## config.mk

```make
export PLATFORM = sky130hd
export DESIGN_NAME = wb_buffer
export DESIGN_NICKNAME = d
export VERILOG_FILES = /design/src/rtl/wb_buffer.sv
export SDC_FILE = /design/constraint.sdc
export NUM_CORES = 1
export LEC_CHECK = 0
export ABC_AREA = 1
export CAP_MARGIN = 10
export CORE_ASPECT_RATIO = 0.9
export CORE_UTILIZATION = 48
export DETAILED_ROUTE_END_ITERATION = 16
export HOLD_SLACK_MARGIN = 0.08
export PLACE_DENSITY = 0.76
export SETUP_SLACK_MARGIN = 0.2
export SLEW_MARGIN = 40
export SYNTH_ARGS = -nofsm -noshare
export SYNTH_HDL_FRONTEND = slang
export SYNTH_SLANG_ARGS = --single-unit
```

## constraint.sdc

```tcl
create_clock -name clk -period 3.7 [get_ports clk]
set_clock_uncertainty 0.15 [all_clocks]
set_input_delay 0.37 -clock clk [delete_from_list [all_inputs] [get_ports clk]]
set_output_delay 0.37 -clock clk [all_outputs]
set_load 0.03 [all_outputs]
```

## src/rtl/wb_buffer.sv

```systemverilog
// Write-back buffer: DEPTH-entry FIFO of {addr,data} draining into a 1R/1W register file port.
// Latency: writes drain in push order when no read is accepted; rd_valid one cycle after read accept.
// Backpressure: in_ready drops when full; rd_ready drops when full (and on address hazard unless WB_BUFFER_BYPASS_EN).
module wb_buffer #(
  parameter int ADDR_W = 5,
  parameter int DATA_W = 32,
  parameter int DEPTH  = 4
) (
  input  logic              clk,
  input  logic              rst,
  input  logic              in_valid,
  output logic              in_ready,
  input  logic [ADDR_W-1:0] in_addr,
  input  logic [DATA_W-1:0] in_data,
  input  logic              rd_req,
  output logic              rd_ready,
  input  logic [ADDR_W-1:0] rd_addr,
  output logic              rd_valid,
  output logic [DATA_W-1:0] rd_data,
  output logic [ADDR_W-1:0] rf_addr,
  output logic [DATA_W-1:0] rf_d_in,
  output logic              rf_we_,
  input  logic [DATA_W-1:0] rf_d_out
);

  localparam int PTR_W = (DEPTH > 1) ? $clog2(DEPTH) : 1;
  localparam int CNT_W = $clog2(DEPTH + 1);

  logic [ADDR_W-1:0] addr_q [DEPTH];
  logic [ADDR_W-1:0] addr_d [DEPTH];
  logic [DATA_W-1:0] data_q [DEPTH];
  logic [DATA_W-1:0] data_d [DEPTH];
  logic [PTR_W-1:0]  head_q, head_d, tail_q, tail_d;
  logic [CNT_W-1:0]  count_q, count_d;
  logic              rd_valid_q, rd_valid_d;

  logic              full, match, rd_fire, push, pop;
  logic [PTR_W-1:0]  idx;

`ifdef WB_BUFFER_BYPASS_EN
  logic              hit_q, hit_d;
  logic [DATA_W-1:0] byp_q, byp_d;
  logic [DATA_W-1:0] match_data;
`endif

  // Scan live entries oldest to youngest so the youngest match wins.
  always_comb begin
    match = 1'b0;
    idx   = '0;
`ifdef WB_BUFFER_BYPASS_EN
    match_data = '0;
`endif
    for (int i = 0; i < DEPTH; i++) begin
      idx = head_q + PTR_W'(i);
      if ((CNT_W'(i) < count_q) && (addr_q[idx] == rd_addr)) begin
        match = 1'b1;
`ifdef WB_BUFFER_BYPASS_EN
        match_data = data_q[idx];
`endif
      end
    end
  end

  // Handshakes and register-file port arbitration; reset forces the idle view.
  always_comb begin
    full     = (count_q == CNT_W'(DEPTH));
    in_ready = rst | ~full;
`ifdef WB_BUFFER_BYPASS_EN
    rd_ready = rst | ~full;
`else
    rd_ready = rst | (~full & ~match);
`endif
    rd_fire  = rd_req & rd_ready & ~rst;
    push     = in_valid & in_ready & ~rst;
    pop      = ~rd_fire & (count_q != '0) & ~rst;
    rf_addr  = '0;
    rf_d_in  = '0;
    rf_we_   = 1'b1;
    if (rd_fire) begin
      rf_addr = rd_addr;
    end else if (pop) begin
      rf_addr = addr_q[head_q];
      rf_d_in = data_q[head_q];
      rf_we_  = 1'b0;
    end
  end

  // Next-state for FIFO storage, pointers, occupancy and read response.
  always_comb begin
    addr_d     = addr_q;
    data_d     = data_q;
    head_d     = head_q;
    tail_d     = tail_q;
    count_d    = count_q;
    rd_valid_d = rd_fire;
    if (push) begin
      addr_d[tail_q] = in_addr;
      data_d[tail_q] = in_data;
      tail_d         = tail_q + PTR_W'(1);
    end
    if (pop) begin
      head_d = head_q + PTR_W'(1);
    end
    if (push && !pop) begin
      count_d = count_q + CNT_W'(1);
    end else if (pop && !push) begin
      count_d = count_q - CNT_W'(1);
    end
  end

`ifdef WB_BUFFER_BYPASS_EN
  // Capture forwarded data at read acceptance; the read never sees a same-cycle push.
  always_comb begin
    hit_d = hit_q;
    byp_d = byp_q;
    if (rd_fire) begin
      hit_d = match;
      byp_d = match_data;
    end
  end
`endif

  // State registers with synchronous reset; storage contents need no reset.
  always_ff @(posedge clk) begin
    if (rst) begin
      head_q     <= '0;
      tail_q     <= '0;
      count_q    <= '0;
      rd_valid_q <= 1'b0;
`ifdef WB_BUFFER_BYPASS_EN
      hit_q      <= 1'b0;
      byp_q      <= '0;
`endif
    end else begin
      addr_q     <= addr_d;
      data_q     <= data_d;
      head_q     <= head_d;
      tail_q     <= tail_d;
      count_q    <= count_d;
      rd_valid_q <= rd_valid_d;
`ifdef WB_BUFFER_BYPASS_EN
      hit_q      <= hit_d;
      byp_q      <= byp_d;
`endif
    end
  end

  // Read response; a read in flight when reset asserts is suppressed.
  always_comb begin
    rd_valid = rd_valid_q & ~rst;
    rd_data  = '0;
    if (rd_valid) begin
`ifdef WB_BUFFER_BYPASS_EN
      rd_data = hit_q ? byp_q : rf_d_out;
`else
      rd_data = rf_d_out;
`endif
    end
  end

endmodule

```

==> flow_summary.yaml <==
setup_path:
  timing.rr.end: "count_q[2]"
  worstPathMaxFanout: 30
  crit_required_ns: 3.18
  r2r_start: "head_q[0]"
  reg2reg_slack_ns: 0.70
  start_kind: "register"
  cp_cell_sequence: "buf_12 -> o21ai_0 -> inv_1 -> nand2_1 -> nand2_1 -> nand2_1 -> nand3_1 -> nor2_1 -> nor2_2 -> nand3_4 -> buf_4 -> nand2_4 -> o22ai_1 -> buf_4"
  slowest_delay_ns: 0.35
  critical_path.top_delay_family: "simple AND/OR/NAND/NOR gates"
  critPathKind: "reg -> out"
  critical_path_buf_inv_count: 4
  rr_worst_depth: 17
  end_kind: "primary output"
  crit_path_frequent_cell: "nand2_1"
  cp.arrival_ns: 2.76
  slowest_stage: "dfxtp_2"
drt:
  drt_pass1_iterations: 7
  viasPerCell: 5.32
  drc_errors: 0
  post_drt_wl_per_cell_um: 16.8
  route.vias.total: 5544
  drtIter0Drc: 365
  ant_nets: 0
  wirelength_um: 17500
layout:
  area_growth_pct: 31.8
  finalInstanceArea_sq_um: 9310
  drive_gt1_share_pct: 11.3
  layout_common_cells: "nand2_1 (217), edfxtp_1 (148), clkdlybuf4s50_1 (112)"
  final_common_cell: "nand2_1"
  fin_cells: 1043
  fin_nets: 924
place:
  place_worst_setup_slack_ns: 0.414
  place_area_sq_um: 8670
  place_hpwl_um: 11500
  dp.cells: 1007
  gp_congestion: 0.893
  io_buffers: 150
flow_run:
  cap_violations: 0
synth:
  synth_edf_count: 148
  synth.area.mux_share_pct: 0
  avgSynthCellArea_sq_um: 10.4
  synthesis.area_sq_um: 7060
  synth-simple-area-share_pct: 18.2
  synth_sequential_area_ratio_pct: 65.2
  synthCells: 678
  synth_top_area_share_pct: 62.9
  netlist_top_cells_area: "edfxtp_1 (63%), nand2_1 (12%), inv_1 (3.7%), a22oi_1 (3.4%), nand3_1 (3.0%)"
  synthFlopType: "edfxtp_1"
  synth_area_leader_cell: "edfxtp_1"
  synthDistinctLibCells: 24
  synth_compound_area_share_pct: 8.24
  ys_ff_latch: 156
  yosys_warnings: 0
  synthesis.nets: 765
  synthXorXnorAreaFrac_pct: 0.248
  yosys.area_share.adder_pct: 1.59
  synth_top_family_by_area: "simple AND/OR/NAND/NOR gates"
  synthArstFlopShare_pct: 0
clock_tree:
  h-tree-depth: 4
  hold_buffers: 0
  cts_buffer_depth: 2
  cts_tree: "yes"
  path_clk_slew_ns: 0.06
  cts_made_buffers: 17
  insertion_delay_ns: 0.42
  root_buffer: "clkbuf_16"
  cts_sinks: 156
power:
  ir_drop_mv: 0.471
  leakage_nw: 3.70
  power_density_nw_per_um2: 622
floorplanning:
  pin_count: 151
  start_util_pct: 49.7
  die_h_um: 117
  coreArea_sq_um: 14200
  fp-row-count: 41
  die_x_um: 130
  die_area_sq_um: 15200
sta:
  fmax_mhz: 305
  rsz0062_at_grt: "no"
  hold_violations: 0
  finalSetupTns_ns: 0
  period_minus_slack_ns: 3.28
  setup_ws_ns: 0.425
  setup_viol: 0
  relSlewSlack_pct: 39.2
  drv_slew: 0
  period_share_pct: 88.5
  tightestPinTransition_ns: 0.911
min_path:
  holdCritPathClass: "reg -> reg"
  worstHoldPathCells: 2
  min-delay-start: "tail_q[1]"
  hold_end: "tail_q[1]"
global_route:
  grt_overflow_total: 0
  grt_max_degree: 38
  first_global_vias: 5276
  grt_use_total_pct: 23.4
  grt_first_pass_wirelength_um: 26400
  antenna_found_initial: 0
outcome:
  run_status: "finished clean"
per-stage QoR:
step | hold WS (ns) | power [mW] | utilization (%)
3_5_place_dp | 0.395 | 4.16 | 61.0
5_1_grt | 0.427 | 6.10 | 65.5
2_1_floorplan | 0.319 | 3.51 | -
6_report | 0.410 | 5.79 | 65.5
3_3_place_gp | 0.356 | 4.11 | 61.0
4_1_cts | 0.407 | 5.76 | 65.0
Yosys cell counts (2+ instances only):
cell type and count:
o21ai_1 2, nor2_2 2, ha_1 9, nand3_1 42, edfxtp_1 148, o21ai_0 10
buf_2 2, inv_2 2, dfxtp_1 8, buf_6 10, nor2_1 53, a22oi_1 32
inv_1 70, clkbuf_1 15, nand2_2 3, nand2_1 218, a21oi_1 10, o22ai_1 5
a31oi_1 32
state kept, by name, indices dropped and copies added, names as in the netlist:
| register | count |
|---|---|
| data_q | 128 |
| addr_q | 20 |
| count_q | 3 |
| head_q | 2 |
| tail_q | 2 |
| rd_valid_q | 1 |
tightest hold or removal path: cells and delay by family (launching register included):
kind | cells | cell delay [ns]
flip-flops | 1 | 0.34
buffers and inverters | 1 | 0.10
AO/OA/AOI/OAI | 1 | 0.07
cells by family (layout without fill, tap and decap cells):
logic type | count (synthesis) | in the layout
AND/OR/NAND/NOR | 320 | 321
AO/OA/AOI/OAI | 91 | 91
adder cells (fa/ha/maj) | 9 | 9
other | 0 | 1
buffers and inverters | 100 | 270
flip-flops | 156 | 156
XOR/XNOR | 2 | 2
metal layers:
layer	up-vias	share of wire (%)	track usage (%)
met3	26	9.0	6.36
li1	2634	-	-
met4	0	2.0	10.5
met2	271	48	38.8
met1	2613	41	29.0
met5	-	0	0
how the worst max path moves through the flow:
stage	end	start	cells past startpoint
finish	rf_addr[3]	head_q[0]	14
global route	rf_d_in[5]	head_q[0]	17
CTS	rf_d_in[12]	head_q[0]	16
detailed placement	rf_d_in[12]	head_q[1]	16
global placement	rf_d_in[2]	head_q[0]	16
floorplan	addr_q[0]	count_q[0]	7
cell type report:
cell class,count,area (sq um)
Tap cell,193,241
Clock inverter,11,103
Inverter,72,273
Clock buffer,20,437
Fill cell,1103,4900
Timing Repair Buffer,167,1570
Antenna cell,1,2.50
Multi-Input combinational cell,423,2070
Sequential cell,156,4610
report_power, final:
| group | internal [mW] | switching, mW | total (mW) |
|---|---|---|---|
| clock | 0.972 | 0.621 | 1.59 |
| combinational | 0.719 | 1.38 | 2.09 |
| sequential | 2.05 | 0.0530 | 2.11 |
| total | 3.74 | 2.05 | 5.79 |
repair_timing:
item / in CTS / in global routing
gates resized for setup: 5 / 10
hold endpoints to repair: 0 / 0
setup buffers: 0 / 3
cloned: 0 / 1
endpoints found under the setup margin: 19 / 24
No activity file was read; power rests on OpenSTA's default activity.
